### src/rtl/serial_subtractor_pkg.sv
// Shared constants and the state type for the bit-serial subtractor.
// Optional signed-overflow output is enabled by defining SERSUB_OVF_EN.
package serial_subtractor_pkg;

   localparam int unsigned DEFAULT_WIDTH = 8;

   localparam logic [1:0] STATE_IDLE  = 2'd0;
   localparam logic [1:0] STATE_SHIFT = 2'd1;
   localparam logic [1:0] STATE_DONE  = 2'd2;

   typedef enum logic [1:0] {
      IDLE  = STATE_IDLE,
      SHIFT = STATE_SHIFT,
      DONE  = STATE_DONE
   } state_t;

endpackage

### src/rtl/serial_subtractor_if.sv
// Start/done handshake and operand/result bus of the serial subtractor.
// The ovf signal exists only when SERSUB_OVF_EN is defined.
interface serial_subtractor_if #(
   parameter int unsigned WIDTH = serial_subtractor_pkg::DEFAULT_WIDTH
);
   logic             start;
   logic [WIDTH-1:0] a;
   logic [WIDTH-1:0] b;
   logic             ready;
   logic             busy;
   logic             done;
   logic [WIDTH-1:0] diff;
   logic             borrow;
`ifdef SERSUB_OVF_EN
   logic             ovf;

   modport master (output start, a, b,
                   input  ready, busy, done, diff, borrow, ovf);
   modport slave  (input  start, a, b,
                   output ready, busy, done, diff, borrow, ovf);
`else
   modport master (output start, a, b,
                   input  ready, busy, done, diff, borrow);
   modport slave  (input  start, a, b,
                   output ready, busy, done, diff, borrow);
`endif
endinterface

### src/rtl/serial_subtractor_full_subtractor.sv
// Single-bit full subtractor: d = x - y - bin, bout set when the bit borrows.
module serial_subtractor_full_subtractor (
   input  logic x,
   input  logic y,
   input  logic bin,
   output logic d,
   output logic bout
);

   // Difference and borrow-out of one bit position
   always_comb begin
      d    = x ^ y ^ bin;
      bout = (~x & y) | (~(x ^ y) & bin);
   end

endmodule

### src/rtl/serial_subtractor.sv
// Bit-serial WIDTH-bit subtractor, diff = a - b, LSB first, one bit per clock.
// Define SERSUB_OVF_EN to add the signed two's-complement overflow output ovf.
module serial_subtractor
   import serial_subtractor_pkg::*;
#(
   parameter int unsigned WIDTH = DEFAULT_WIDTH
) (
   input  logic               clk,
   input  logic               rst,
   serial_subtractor_if.slave bus
);

   localparam int unsigned CNT_W = (WIDTH > 2) ? $clog2(WIDTH) : 1;
   localparam int unsigned MSB   = WIDTH - 1;
   localparam logic [CNT_W-1:0] CNT_LAST = CNT_W'(WIDTH - 1);

   state_t           state;
   state_t           state_n;
   logic [WIDTH-1:0] a_sr;
   logic [WIDTH-1:0] b_sr;
   logic [WIDTH-1:0] result;
   logic             bflop;
   logic [CNT_W-1:0] cnt;
   logic             load;
   logic             step;
   logic             finish;
   logic             fs_d;
   logic             fs_bout;

   logic             ready_q;
   logic             busy_q;
   logic             done_q;
   logic [WIDTH-1:0] diff_q;
   logic             borrow_q;
`ifdef SERSUB_OVF_EN
   logic             sgn_differ_q;
   logic             a_msb_q;
   logic             ovf_q;
`endif

   serial_subtractor_full_subtractor u_full_subtractor (
      .x    (a_sr[0]),
      .y    (b_sr[0]),
      .bin  (bflop),
      .d    (fs_d),
      .bout (fs_bout)
   );

   // State register
   always_ff @(posedge clk or posedge rst) begin
      if (rst) begin
         state <= IDLE;
      end else begin
         state <= state_n;
      end
   end

   // Next-state and datapath strobes
   always_comb begin
      state_n = state;
      load    = 1'b0;
      step    = 1'b0;
      finish  = 1'b0;
      case (state)
         IDLE: begin
            if (bus.start) begin
               load    = 1'b1;
               state_n = SHIFT;
            end
         end
         SHIFT: begin
            step = 1'b1;
            if (cnt == CNT_LAST) begin
               state_n = DONE;
            end
         end
         DONE: begin
            finish  = 1'b1;
            state_n = IDLE;
         end
         default: state_n = IDLE;
      endcase
   end

   // Operand shift registers, borrow flop, bit counter and result accumulator
   always_ff @(posedge clk or posedge rst) begin
      if (rst) begin
         a_sr   <= '0;
         b_sr   <= '0;
         result <= '0;
         bflop  <= 1'b0;
         cnt    <= '0;
      end else if (load) begin
         a_sr   <= bus.a;
         b_sr   <= bus.b;
         result <= '0;
         bflop  <= 1'b0;
         cnt    <= '0;
      end else if (step) begin
         a_sr   <= a_sr >> 1;
         b_sr   <= b_sr >> 1;
         result <= {fs_d, result[MSB:1]};
         bflop  <= fs_bout;
         // Hold on the last bit so the counter never wraps
         if (cnt != CNT_LAST) begin
            cnt <= cnt + CNT_W'(1);
         end
      end
   end

   // Registered handshake and result outputs
   always_ff @(posedge clk or posedge rst) begin
      if (rst) begin
         ready_q  <= 1'b1;
         busy_q   <= 1'b0;
         done_q   <= 1'b0;
         diff_q   <= '0;
         borrow_q <= 1'b0;
      end else begin
         ready_q <= (state_n == IDLE);
         busy_q  <= (state_n == SHIFT);
         done_q  <= finish;
         if (load) begin
            diff_q   <= '0;
            borrow_q <= 1'b0;
         end else if (finish) begin
            diff_q   <= result;
            borrow_q <= bflop;
         end
      end
   end

`ifdef SERSUB_OVF_EN
   // Signed overflow: operand signs differ and result sign differs from a
   always_ff @(posedge clk or posedge rst) begin
      if (rst) begin
         sgn_differ_q <= 1'b0;
         a_msb_q      <= 1'b0;
         ovf_q        <= 1'b0;
      end else if (load) begin
         sgn_differ_q <= bus.a[MSB] ^ bus.b[MSB];
         a_msb_q      <= bus.a[MSB];
         ovf_q        <= 1'b0;
      end else if (finish) begin
         ovf_q <= sgn_differ_q & (result[MSB] ^ a_msb_q);
      end
   end

   assign bus.ovf = ovf_q;
`endif

   assign bus.ready  = ready_q;
   assign bus.busy   = busy_q;
   assign bus.done   = done_q;
   assign bus.diff   = diff_q;
   assign bus.borrow = borrow_q;

endmodule
### src/flat_wrapper.sv
// flat-port wrapper written by rule: the top's interface ports become plain ports
module serial_subtractor_flat import serial_subtractor_pkg::*;
#(
   parameter int unsigned WIDTH = DEFAULT_WIDTH
)
  (clk, rst, bus_start, bus_a, bus_b, bus_ready, bus_busy, bus_done, bus_diff, bus_borrow);
  serial_subtractor_if #(.WIDTH(WIDTH)) bus_i ();
  input  logic clk;
  input  logic rst;
  input wire logic [$bits(bus_i.start)-1:0] bus_start;
  input wire logic [$bits(bus_i.a)-1:0] bus_a;
  input wire logic [$bits(bus_i.b)-1:0] bus_b;
  output wire logic [$bits(bus_i.ready)-1:0] bus_ready;
  output wire logic [$bits(bus_i.busy)-1:0] bus_busy;
  output wire logic [$bits(bus_i.done)-1:0] bus_done;
  output wire logic [$bits(bus_i.diff)-1:0] bus_diff;
  output wire logic [$bits(bus_i.borrow)-1:0] bus_borrow;
  assign bus_i.start = bus_start;
  assign bus_i.a = bus_a;
  assign bus_i.b = bus_b;
  assign bus_ready = bus_i.ready;
  assign bus_busy = bus_i.busy;
  assign bus_done = bus_i.done;
  assign bus_diff = bus_i.diff;
  assign bus_borrow = bus_i.borrow;
  serial_subtractor #(.WIDTH(WIDTH)) u_core (.clk(clk), .rst(rst), .bus(bus_i));
endmodule
### config.mk
export PLATFORM = sky130hd
export DESIGN_NAME = serial_subtractor_flat
export DESIGN_NICKNAME = d
export VERILOG_FILES = /design/src/rtl/serial_subtractor_pkg.sv /design/src/rtl/serial_subtractor_if.sv /design/src/rtl/serial_subtractor_full_subtractor.sv /design/src/rtl/serial_subtractor.sv /design/src/flat_wrapper.sv
export SDC_FILE = /design/constraint.sdc
export NUM_CORES = 1
export LEC_CHECK = 0
export CORE_MARGIN = 2
export CORE_UTILIZATION = 48
export DETAILED_ROUTE_END_ITERATION = 10
export MAX_ROUTING_LAYER = met4
export PLACE_DENSITY = 0.75
export SLEW_MARGIN = 20
export SYNTH_ARGS = -nofsm -noshare
export SYNTH_HDL_FRONTEND = slang
export SYNTH_HIERARCHICAL = 1
export SYNTH_SLANG_ARGS = --single-unit
### constraint.sdc
create_clock -name clk -period 1.3 [get_ports clk]
set_input_delay 0.26 -clock clk [delete_from_list [all_inputs] [get_ports clk]]
set_output_delay 0.26 -clock clk [all_outputs]
set_load 0.01 [all_outputs]
* Word level (Yosys, flattened, before mapping)
Index checks and enable logic that the tools add are counted.
Cells by class: add/subtract/negate cells 1, multipliers 0, div/mod/pow operators 0, magnitude comparators 0, equal/unequal tests 5, shift operators 0, multiplexer cells 22, bitwise operators 7, reduce and logical (&&, ||, !) cells 6
Operators by type and width (count):
- $mux W8 | 8
- $mux W3 | 3
- $mux W1 | 8
- $reduce_bool A2 Y1 | 3
- $eq A2 B1 Y1 const B | 2
- $logic_not A2 Y1 | 2
- $mux W2 | 2
- $pmux W2 S2 | 1
- $add A3 B1 Y3 const B | 1
- $eq A3 B3 Y1 const B | 1
- $ne A3 B3 Y1 const B | 1
- $and A1 B1 Y1 | 2
- $eq A2 B2 Y1 const B | 1
- $not A1 Y1 | 2
- $reduce_and A2 Y1 | 1
- $xor A1 B1 Y1 | 2
- $or A1 B1 Y1 | 1
Word-level totals: bits in registers 42, latch bits 0, memory bits (writable) 0, ROM bits 0, input bits 19, output and inout bits 12, word-level logic and storage cells 52, memories kept 0

* Logic depth before layout (Yosys ltp)
depth after elaboration 6, depth in mapped cells 5, mapped depth without buffers 4

* Cells and area by module
Netlist, hierarchy kept.
Modules (own cells, without submodules):
- serial_subtractor | times used 1, cells each 156, area each 1934.4 um^2, sequential area each 1052.3 um^2
- serial_subtractor_full_subtractor | times used 1, cells each 4, area each 31.3 um^2, sequential area each 0.0 um^2

* Worst setup path after synthesis
No wires, ideal clock.
path kind register to register, from register u_core.cnt[0], to register u_core.cnt[2], setup time 124 ps, arrival time 1236 ps, data required time 1176 ps, path slack -60 ps, stages on the path, launching flop included 5, buffers on the path 0, period minus slack after synthesis 1360 ps, cell sequence dfrtp_1 > ha_1 > ha_1 > and3_1 > a211o_1
On the way: cells in the longest elaborated chain, start to end 4, elaborated cells on any way between the ends 7, classes of those cells add/sub: 1; eq/ne: 1; mux: 3; reduce/logical: 2
RTL lines:
- start: declaration | line serial_subtractor.sv:23 | logic [CNT_W-1:0] cnt;
- start signal: assignment | line serial_subtractor.sv:106 | cnt <= cnt + CNT_W'(1);
- $add A3 B1 Y3 | line serial_subtractor.sv:106
- $mux W3 | line serial_subtractor.sv:105 | if (cnt != CNT_LAST) begin
- $mux W3 | line serial_subtractor.sv:99 | end else if (step) begin
- $mux W3 | line serial_subtractor.sv:93 | end else if (load) begin
Parallel ways exist; a longest one is shown, timed or not. The select of a mux whose other input is x is not followed. A chain may end at the register's enable or synchronous reset.

* Worst setup path in the final report
Same ends and word-level chain as after synthesis.

==> metrics.txt <==
element type at the critical path end flip-flop; pre-CTS setup slack -321 ps; WL/cell 15.0 um; measured slew at the worst slew-check pin 409 ps; Reg clk slew, reported paths 90 ps; slowest CP cell dfrtp_1; die height 68.0 um; area taken by flip-flops and latches 1050 sq um; P per Cell Area 1990 nW/um^2; # DRC 0; synthesized instance count 160; FF+latch count, synth 42; Initial Util 0.495; Worst Setup Start Kind flip-flop; Num CTS Buffers 5; maximum net fanout on the critical path 8; via/cell ratio 5.67; Max-Cap Viols 0; pin count of the biggest net entering global routing 43; first-pass GRT wire length 6060 um; Vias 1401; H-tree depth 2; CP startpoint u_core/cnt[0]; total global routing overflow 0; placed cell areas 2390 sq um; Unique masters post-synth 25; Synth top area share 0.522; Crit Path Category flip-flop to flip-flop; Fillers 303; initial antenna violation count 0; post-route cell area 2550 sq um; total power 5060 uW; worst-skew pair later-pin latency 290 ps; final wirelength 3710 um; Synth area leaders dfrtp_1 52%, a22o_1 8.9%, a211oi_2 5.7%; Final Util 0.642; Mapped Nets 182; CTS max path bufs 2; Final Max Tran Viols 0; number of routed nets with antenna violations 0; Clock Sinks 42; Die Wd 68.0 um; ant diodes 0; I/O pins 31; Hold Path Class input port to async pin; final worst-path cycle share 0.998; slowest stage delay, CP 390 ps; row cnt 23; Layout area overhead 29.7%; Yosys top cell by area dfrtp_1; First DRT Iteration DRCs 90; commonest non-fill, non-tap cell in the layout dfrtp_1; multi-input logic area 833 sq um; nets@finish 218; Cell Area, Synth 1970 sq um; fraction of layout cells with a size suffix above 1 0.254; CP cell instances ha_2 -> ha_4 -> and3_4 -> a211o_1; minimum clock period 1300 ps; Worst EP required 1480 ps; post-synthesis sequential area ratio 0.535; Mean Syn Cell Area 12.3 sq um; total track usage 0.180; final-report hold violation count 0; Final Skew 11.4 ps; crit path DAT 1480 ps; clock root buffer clkbuf_8; Slew HR 0.726; number of global-route vias before repair 1282; Worst R2R Start u_core/cnt[0]; peak supply drop 0.967 mV; overall die area 4620 sq um; CTS tree built; Yosys warning count 6; final setup TNS 0 ps; static leakage 0.00118 uW; most frequent cells in the layout 39 x dfrtp_1, 20 x a22o_1, 18 x clkdlybuf4s50_1, 18 x inv_1, 15 x nor3b_1; TritonRoute pass-1 iters 4; Core Area 3970 sq um; PortBufs 30; status complete, no violations; Hold-fix buffers, CTS 0; Final Setup Violations 0; Fmax 0.771 GHz; Post-DP HPWL 2410 um; RSZ-0062 raised after global routing true; post-route setup slack 3.22 ps; GP Congestion 0.771
final timing paths:
path	endpoint	slack (ps)	cells after the start
setup / recovery	u_core/cnt[2]	3	4
hold / removal	u_core/bus.done	310	3
setup reg to reg	u_core/cnt[2]	3	4
hold reg to reg	u_core/bus.diff[4]	500	1
max in group asynchronous	u_core/bus.ready	710	3
min in group clk	u_core/bus.diff[4]	500	1
timing repair:
item	in CTS	in global routing
hold endpoints to repair	0	0
buffers inserted	1	0
setup endpoints to repair	37	10
pin swaps	4	4
resized for setup	21	8
through the flow:
step / std cells / hold slack [ps]
2_1_floorplan: 160 / 393
3_3_place_gp: 238 / 481
3_5_place_dp: 238 / 485
4_1_cts: 247 / 331
5_1_grt: 247 / 336
6_report: 247 / 312
sequential cells by signal, summed over array words and instances, names as in the netlist:
register           count
u_core/a_sr            8
u_core/b_sr            8
u_core/bflop           1
u_core/bus.borrow      1
u_core/bus.busy        1
u_core/bus.diff        8
u_core/bus.done        1
u_core/bus.ready       1
u_core/cnt             3
u_core/result          8
u_core/state           2
worst max-delay path: cells and delay by family (launching register included):
kind | cells | cell delay [ps]
simple gates | 1 | 160
compound gates | 1 | 250
flops | 1 | 390
fa+ha+maj | 2 | 390
power by group:
group | total, uW | internal, uW | leakage, uW | switching, uW
combinational | 2050 | 1110 | 0.000612 | 938
clock | 873 | 388 | 0.0000447 | 485
sequential | 2140 | 1790 | 0.000524 | 343
final cells by class:
| type | instances | area share |
|---|---|---|
| Tap cell | 50 | 0.0245 |
| Sequential cell | 42 | 0.414 |
| Clock buffer | 5 | 0.0270 |
| Clock inverter | 3 | 0.00982 |
| Inverter | 18 | 0.0265 |
| Timing Repair Buffer | 44 | 0.171 |
| Multi-Input combinational cell | 85 | 0.327 |
layer usage:
layer / routed length, um / share of wire / global-route usage
met1: 1750 / 0.47 / 0.253
met2: 1760 / 0.47 / 0.263
met3: 159 / 0.043 / 0.0345
met4: 40 / 0.011 / 0.0600
met5: 0 / 0 / -
cell families (layout without fill, tap and decap cells):
logic type	after synthesis	after routing	synth area share
flops	42	42	0.535
compound gates	41	41	0.202
simple gates	41	41	0.157
buf+inv	33	70	0.0834
fa+ha+maj	3	3	0.0229
cells in the mapped netlist, drive strengths merged:
cell / instances
nor4b: 11
a211o: 3
and2: 1
o21bai: 2
dfrtp: 41
a21oi: 2
ha: 2
buf: 11
a211oi: 10
a221oi: 4
and3: 3
a22o: 20
nor3b: 15
inv: 18
fa: 1
dfstp: 1
nor4bb: 2
nand2b: 2
clkbuf: 4
nor2: 1
nor2b: 6
Note: power is estimated with default switching activity, not from simulation.
